<file path="src/rtl/counter_code_decoder_pkg.sv">
// counter_code_decoder_pkg: shared state type, code bit indices and hex 7-seg patterns.
package counter_code_decoder_pkg;
  typedef enum logic {ST_SEARCH, ST_LOCKED} state_t;
  localparam int C3 = 3;
  localparam int C2 = 2;
  localparam int C1 = 1;
  localparam int C0 = 0;
  localparam logic [15:0][6:0] SEG_LUT = {
    7'b0001110, 7'b0000110, 7'b0100001, 7'b1000110,
    7'b0000011, 7'b0001000, 7'b0010000, 7'b0000000,
    7'b1111000, 7'b0000010, 7'b0010010, 7'b0011001,
    7'b0110000, 7'b0100100, 7'b1111001, 7'b1000000
  };
endpackage

</file>
<file path="src/rtl/counter_code_resolve.sv">
// counter_code_resolve: decodes a code word to a count, using prev+1 to break the s0==s2 ambiguity.
module counter_code_resolve
  import counter_code_decoder_pkg::*;
(
  input  logic [3:0] code_in,
  input  logic [3:0] prev,
  input  logic       have_prev,
  output logic [3:0] s,
  output logic       illegal,
  output logic       in_seq
);
  logic [3:0] b, alt, nxt;
  assign b = {code_in[C0], 1'b0, code_in[C2], 1'b0};
  assign alt = b | 4'b0101;
  assign nxt = prev + 4'd1;
  assign illegal = code_in[C3] & code_in[C1];
  always_comb begin
    s = code_in[C3] ? (b | 4'b0001) :
        code_in[C1] ? (b | 4'b0100) :
        (have_prev && alt == nxt) ? alt : b;
    in_seq = have_prev && s == nxt;
  end
endmodule

</file>
<file path="src/rtl/counter_code_decoder.sv">
// counter_code_decoder: sequence-aware decoder for the 4-bit counter code with lock FSM and error counter.
// Define CCD_SEVEN_SEG_EN to add the registered active-low hex display output seg_n.
module counter_code_decoder
  import counter_code_decoder_pkg::*;
#(
  parameter int LOCK_N = 2,
  parameter int ERR_W  = 8
) (
  input  logic             clk,
  input  logic             reset,
  input  logic [3:0]       code_in,
  input  logic             code_valid,
  output logic [3:0]       count_out,
  output logic             count_valid,
  output logic             illegal_err,
  output logic             seq_err,
  output logic             locked,
  output logic [ERR_W-1:0] err_cnt
`ifdef CCD_SEVEN_SEG_EN
  ,
  output logic [6:0]       seg_n
`endif
);
  logic [3:0] prev, s, run;
  logic have_prev, illegal, in_seq, seq_bad;
  state_t state;
  counter_code_resolve u_resolve (
    .code_in  (code_in),
    .prev     (prev),
    .have_prev(have_prev),
    .s        (s),
    .illegal  (illegal),
    .in_seq   (in_seq)
  );
  assign seq_bad = !illegal && state == ST_LOCKED && !in_seq;
  assign locked = state == ST_LOCKED;
  always_ff @(posedge clk) begin
    if (reset) begin
      count_out   <= '0;
      count_valid <= 1'b0;
      illegal_err <= 1'b0;
      seq_err     <= 1'b0;
      err_cnt     <= '0;
      state       <= ST_SEARCH;
      run         <= '0;
      prev        <= '0;
      have_prev   <= 1'b0;
`ifdef CCD_SEVEN_SEG_EN
      seg_n       <= 7'b1000000;
`endif
    end else begin
      count_valid <= code_valid && !illegal;
      illegal_err <= code_valid && illegal;
      seq_err     <= code_valid && seq_bad;
      if (code_valid) begin
        if (illegal) begin
          state <= ST_SEARCH;
          run   <= '0;
        end else begin
          count_out <= s;
          prev      <= s;
          have_prev <= 1'b1;
`ifdef CCD_SEVEN_SEG_EN
          seg_n     <= SEG_LUT[s];
`endif
          if (!in_seq) begin
            state <= ST_SEARCH;
            run   <= '0;
          end else if (state == ST_SEARCH) begin
            run <= run + 4'd1;
            if (run + 4'd1 == 4'(LOCK_N)) state <= ST_LOCKED;
          end
        end
        if ((illegal || seq_bad) && err_cnt != '1) err_cnt <= err_cnt + ERR_W'(1);
      end
    end
  end
endmodule

</file>
<file path="config.mk">
export PLATFORM = sky130hd
export DESIGN_NAME = counter_code_decoder
export DESIGN_NICKNAME = d
export VERILOG_FILES = /design/src/rtl/counter_code_decoder_pkg.sv /design/src/rtl/counter_code_resolve.sv /design/src/rtl/counter_code_decoder.sv
export SDC_FILE = /design/constraint.sdc
export NUM_CORES = 1
export LEC_CHECK = 0
export ABC_AREA = 1
export BUFFER_PORTS_ARGS = -buffer_cell sky130_fd_sc_hd__buf_2
export CELL_PAD_IN_SITES_DETAIL_PLACEMENT = 0
export CELL_PAD_IN_SITES_GLOBAL_PLACEMENT = 1
export CORE_AREA = 2 2 63 65
export DETAILED_ROUTE_END_ITERATION = 12
export DIE_AREA = 0 0 65 67
export GPL_ROUTABILITY_DRIVEN = 1
export PLACE_DENSITY = 0.68
export SYNTH_ARGS = -nofsm -noshare
export SYNTH_HDL_FRONTEND = slang
export SYNTH_SLANG_ARGS = --single-unit
</file>
<file path="constraint.sdc">
create_clock -name clk -period 1.7 [get_ports clk]
set_input_delay 0.085 -clock clk [delete_from_list [all_inputs] [get_ports clk]]
set_output_delay 0.085 -clock clk [all_outputs]
set_load 0.03 [all_outputs]
</file>
== Word level (Yosys, flattened, before mapping) ==
Cells that the tools add are included.
Operators by class
  divide/modulo/power cells: 0
  muxes and demuxes: 10
  eq/ne operators: 5
  bitwise logic cells: 2
  $add $sub $neg: 3
  reductions and logical operators: 14
  multipliers: 0
  shift-type cells: 0
  magnitude comparators: 0
Operators by type and width (number)
  4-bit two-way mux: 3
  3-bit two-way mux: 3
  4-bit by 1-bit adder with 4-bit output (second input constant): 2
  8-bit by 1-bit adder with 8-bit output (second input constant): 1
  4-bit equality test: 2
  1-bit logical AND: 8
  8-bit inequality test (second input constant): 1
  2-bit AND reduction: 3
  4-bit by 2-bit equality test with 1-bit output (second input constant): 1
  1-bit two-way mux: 4
  3-bit inequality test (second input constant): 1
  1-bit zero test: 2
  1-bit AND: 1
  1-bit logical OR: 1
  1-bit inverter: 1
Storage, ports and cells
  flip-flop bits (word level): 21
  memories kept: 0
  memory bits (read-only): 0
  output and inout bits: 16
  RAM bits: 0
  bits in latches: 0

== Logic depth before layout (Yosys ltp) ==
  depth in word-level cells: 13
  gate-level depth with buffers: 17
  depth with buffers taken out: 16

== Modules after synthesis ==
From an unflattened synthesis, not the netlist that was laid out.
Second synthesis, totals
  cells, all modules: 183
  area, all modules: 1223.7 µm²
Modules (own cells, without submodules)
  counter_code_decoder: cells each 139, times used 1, area an instance 999.7 µm²
  counter_code_resolve: cells each 44, times used 1, area an instance 224.0 µm²

== Worst setup path before layout ==
Ideal clock, no wire load.
  path type: register -> register
  start point: register prev[0]
  end point: register err_cnt[5]
  path buffers: 1
  stages on the path, launching flop included: 15
  data arrival time: 1.999 ns
  setup time: 0.116 ns
  clock period less this slack: 2.115 ns
  data required time: 1.584 ns
  slack: -0.415 ns
  cells stage by stage: dfxtp_1 ha_1 nand2_1 nand2_1 nor2_4 nand4_2 nand3_1 nand2_1 nor2_2 nand2_4 nand2_4 nand2_4 buf_8 a21oi_1 nor2_1
Between the ends
  longest elaborated chain between the ends: 13
RTL lines
  start, declared: RTL line counter_code_decoder.sv:24  | logic [3:0] prev, s, run;
  start signal, assigned: RTL line counter_code_decoder.sv:61  | prev <= s;
  4-bit by 1-bit adder with 4-bit output *: RTL line counter_code_resolve.sv:15  | assign nxt = prev + 4'd1;
  4-bit equality test: RTL line counter_code_resolve.sv:20  | (have_prev && alt == nxt) ? alt : b;
  1-bit logical AND: RTL line counter_code_resolve.sv:20
  3-bit two-way mux: RTL line counter_code_resolve.sv:20
  3-bit two-way mux: RTL line counter_code_resolve.sv:19  | code_in[C1] ? (b | 4'b0100) :
  3-bit two-way mux: RTL line counter_code_resolve.sv:18  | s = code_in[C3] ? (b | 4'b0001) :
  4-bit equality test *: RTL line counter_code_resolve.sv:21  | in_seq = have_prev && s == nxt;
  1-bit logical AND *: RTL line counter_code_resolve.sv:21
  1-bit zero test *
  1-bit logical AND *: RTL line counter_code_decoder.sv:35  | assign seq_bad = !illegal && state == ST_LOCKED && !in_seq;
  1-bit logical OR *: RTL line counter_code_decoder.sv:74  | if ((illegal || seq_bad) && err_cnt != '1) err_cnt <= err_cnt + ERR_W'(1);
  1-bit logical AND *: RTL line counter_code_decoder.sv:74
  2-bit AND reduction (no line) *
  end signal, assigned: RTL line counter_code_decoder.sv:74
  end, declared: RTL line counter_code_decoder.sv:18  | output logic [ERR_W-1:0] err_cnt
Mark *: on every way between the ends. The rest lies on a longest branch, timed or not.
A chain may end at the register's enable or synchronous reset.

== Worst setup path after layout ==
  start point: register prev[1]
  end point: register err_cnt[2]
The elaborated chain is that of the path after synthesis.

==> results.ini <==
[status]
status = finished with violations
violations = negative setup slack

[synthesis]
syn_area_mm2 = 0.00118
syn-num-nets = 176
syn_avg_cell_area_um2 = 7.17
synth_top_area_frac = 0.355
synth.most_common_cell = nand2_1
ys_top_cells_by_area = dfxtp_1 (36%), nand2_1 (9.5%), nor2_1 (7.3%)
netlist_instances = 165
synth.distinct_cells = 29
yosysTopAreaCell = dfxtp_1
async_reset_ff_frac = 0
synthFlopType = dfxtp_1
ys_ff_latch = 21
ys_seq_area_frac = 0.355
synth-edff-count = 0
ys_top_cells_by_count = nand2_1 (30), nor2_1 (23), dfxtp_1 (21)
yosysWarnings = 0

[timing]
rsz0062_at_grt = yes
worst_pin_slew_ps = 561
fin_crit_ps = 1860
clock_skew_ps = 0.758
setup_tns_ps = -1700
finalWorstSetupSlack_ps = -160
finalSetupViolCount = 13
fmax_mhz = 538
maxSlewViolCount = 0
slew_headroom = 0.625
period_share = 1.09
final_hold_viol_count = 0

[final_layout]
final_util = 0.473
drive_gt1_frac = 0.450
fin_nets = 221
diodes = 0
syn2layout_area_growth_pct = 44.2

[pwr]
power_density_mw_per_mm2 = 616
pwr-share-seq = 0.498
sw_frac_of_total = 0.279
internal-power_mw = 0.758
clockPowerShare = 0.303
comb_power_share = 0.199
total_power_mw = 1.05
irDropWorstVdd_uv = 232
p_sw_mw = 0.294
p_leak_nw = 0.800

[detailed_routing]
drt_iter0_drc = 76
drcViolationCount = 0
viasPerCell = 4.56
ant_nets = 0
firstDrtPassIters = 4
num_vias = 1171
wl_per_cell_um = 11.2
wl_um = 2880

[hold_path]
holdPathStages = 3
min_to = prev[3]
min_path_type = in2reg
hp-start = code_in[0]

[setup_path]
endpoint_kind = flip-flop
reg2reg_depth = 14
critPathLaunchType = flip-flop
reg2reg_to = err_cnt[2]
cp_slowest_cell = dfxtp_4
startpoint = prev[1]
path_cells = ha_4 > clkinv_2 > nand2_2 > nand2_2 > nor2_4 > nand4_4 > a21oi_2 > nor2_4 > nand2_4 > nand2_8 > nand2_8 > nand2_4 > nand2_1 > a21oi_1
worst_ep_arrival_time_ps = 2000
rr_startpoint = prev[1]
cp.required_ps = 1840
worstPathMaxFanout = 7
slowest_delay_ps = 370
crit_type = reg2reg
r2r_setup_slack_ps = -160

[die]
start_util = 0.328
die_w_um = 65
dieArea_mm2 = 0.00436
io_pins = 23
coreArea_mm2 = 0.00361
die_h_um = 67
rows = 22

[clocking]
clkLatencyLatePin_ps = 250
htreeDepth = 1
cts_tree = yes
cts-root-buf = clkbuf_8
cts.sinks = 21
cts_made_buffers = 3
clk_pin_slew_ps = 70
clockBufferDepth = 2

[global_route]
antenna_found_initial = 0
groute.usage.overall = 0.138
grt_pass1_wl_um = 4620
grt_start_max_net_pins = 12
first_global_vias = 1103
grt_overflow = 0

[place]
gp_congestion = 0.762
io_buffers = 22
dpl.hpwl_um = 2020

[run]
max_cap_viol_count = 0

==> how the worst max path moves through the flow <==
stage,end,slack (ps),cells past startpoint
after global routing,run[0],-300,13
after global placement,err_cnt[2],-170,14
after detailed placement,err_cnt[7],-190,14
after floorplan,err_cnt[5],-170,15
final,err_cnt[2],-160,14
after CTS,run[2],-130,13
==> through the flow <==
stage	hold WS (ps)	instance area (um^2)	cells	worst slack, ps
floorplan	225	1210	165	-173
global placement	348	1440	243	-165
detailed placement	355	1440	243	-193
CTS	80.9	1600	256	-131
global route	94.1	1710	257	-304
finish	93.8	1710	257	-160
==> cell usage in the layout, fill, tap and decap left out, types with 2 or more instances in the layout <==
cell type   n
clkbuf_8    3
dfxtp_4     2
nor3_2      3
inv_2       2
nand3_2     7
nor2_2      2
nand2_8     3
buf_4      19
nand3_1    11
dfxtp_1    17
nand2_2    12
a21oi_2     5
nand2_4     2
a21oi_1     8
xnor2_1     2
nand4_1     3
o21ai_1     3
inv_1      17
o21ai_0     2
nor2_1     21
dfxtp_2     2
nor2_4      3
ha_1        3
buf_2      22
xor2_1      3
nand2_1    21
==> metal layers <==
layer,track usage,part of all wire,vias to the layer above
li1,-,-,620
met1,0.164,0.45,531
met2,0.253,0.51,18
met3,0.0101,0.027,2
met4,0.0638,0.012,0
met5,0,0,-
==> layout make-up <==
| class | count | area, um^2 |
|---|---|---|
| clock buffers | 4 | 45.0 |
| fillers | 365 | 1900 |
| inverters | 21 | 80.1 |
| flip-flops and latches | 21 | 430 |
| repair buffers | 42 | 264 |
| well taps | 48 | 60.1 |
| multi-input cells | 121 | 827 |
==> registers in the layout (all words and copies together) (netlist names) <==
register and count:
err_cnt 8, prev 4, run 4, count_valid 1, have_prev 1, illegal_err 1
locked 1, seq_err 1
==> repair_timing <==
item	CTS	global route
hold endpoints to repair	0	0
endpoints found under the setup margin	12	15
cloned	1	0
resized for setup	8	23
pin swaps	4	13
hold buffers	0	0
buffers inserted	8	2
==> critical path, delay by kind of cell, from the launching register on <==
family	cells	cell delay, ps
flip-flops	1	370
adder cells (fa/ha/maj)	1	140
buffers and inverters	1	50
AND/OR/NAND/NOR	10	940
AO/OA/AOI/OAI	2	250
==> power by group through the flow <==
| stage | sequential, mW | clock, mW | combinational, mW |
|---|---|---|---|
| final | 0.524 | 0.319 | 0.209 |
| after global routing | 0.527 | 0.356 | 0.231 |
| after CTS | 0.523 | 0.338 | 0.188 |
| after detailed placement | 0.534 | 0 | 0.167 |
| after global placement | 0.533 | 0 | 0.164 |
| after floorplan | 0.553 | 0 | 0.0983 |
==> logic make-up after synthesis <==
group | Yosys count | share of synthesized area
AND/OR/NAND/NOR | 90 | 0.375
flip-flops | 21 | 0.355
adder cells (fa/ha/maj) | 4 | 0.0423
AO/OA/AOI/OAI | 21 | 0.104
XOR/XNOR | 5 | 0.0370
buffers and inverters | 24 | 0.0867
No activity file was read; power rests on OpenSTA's default activity.
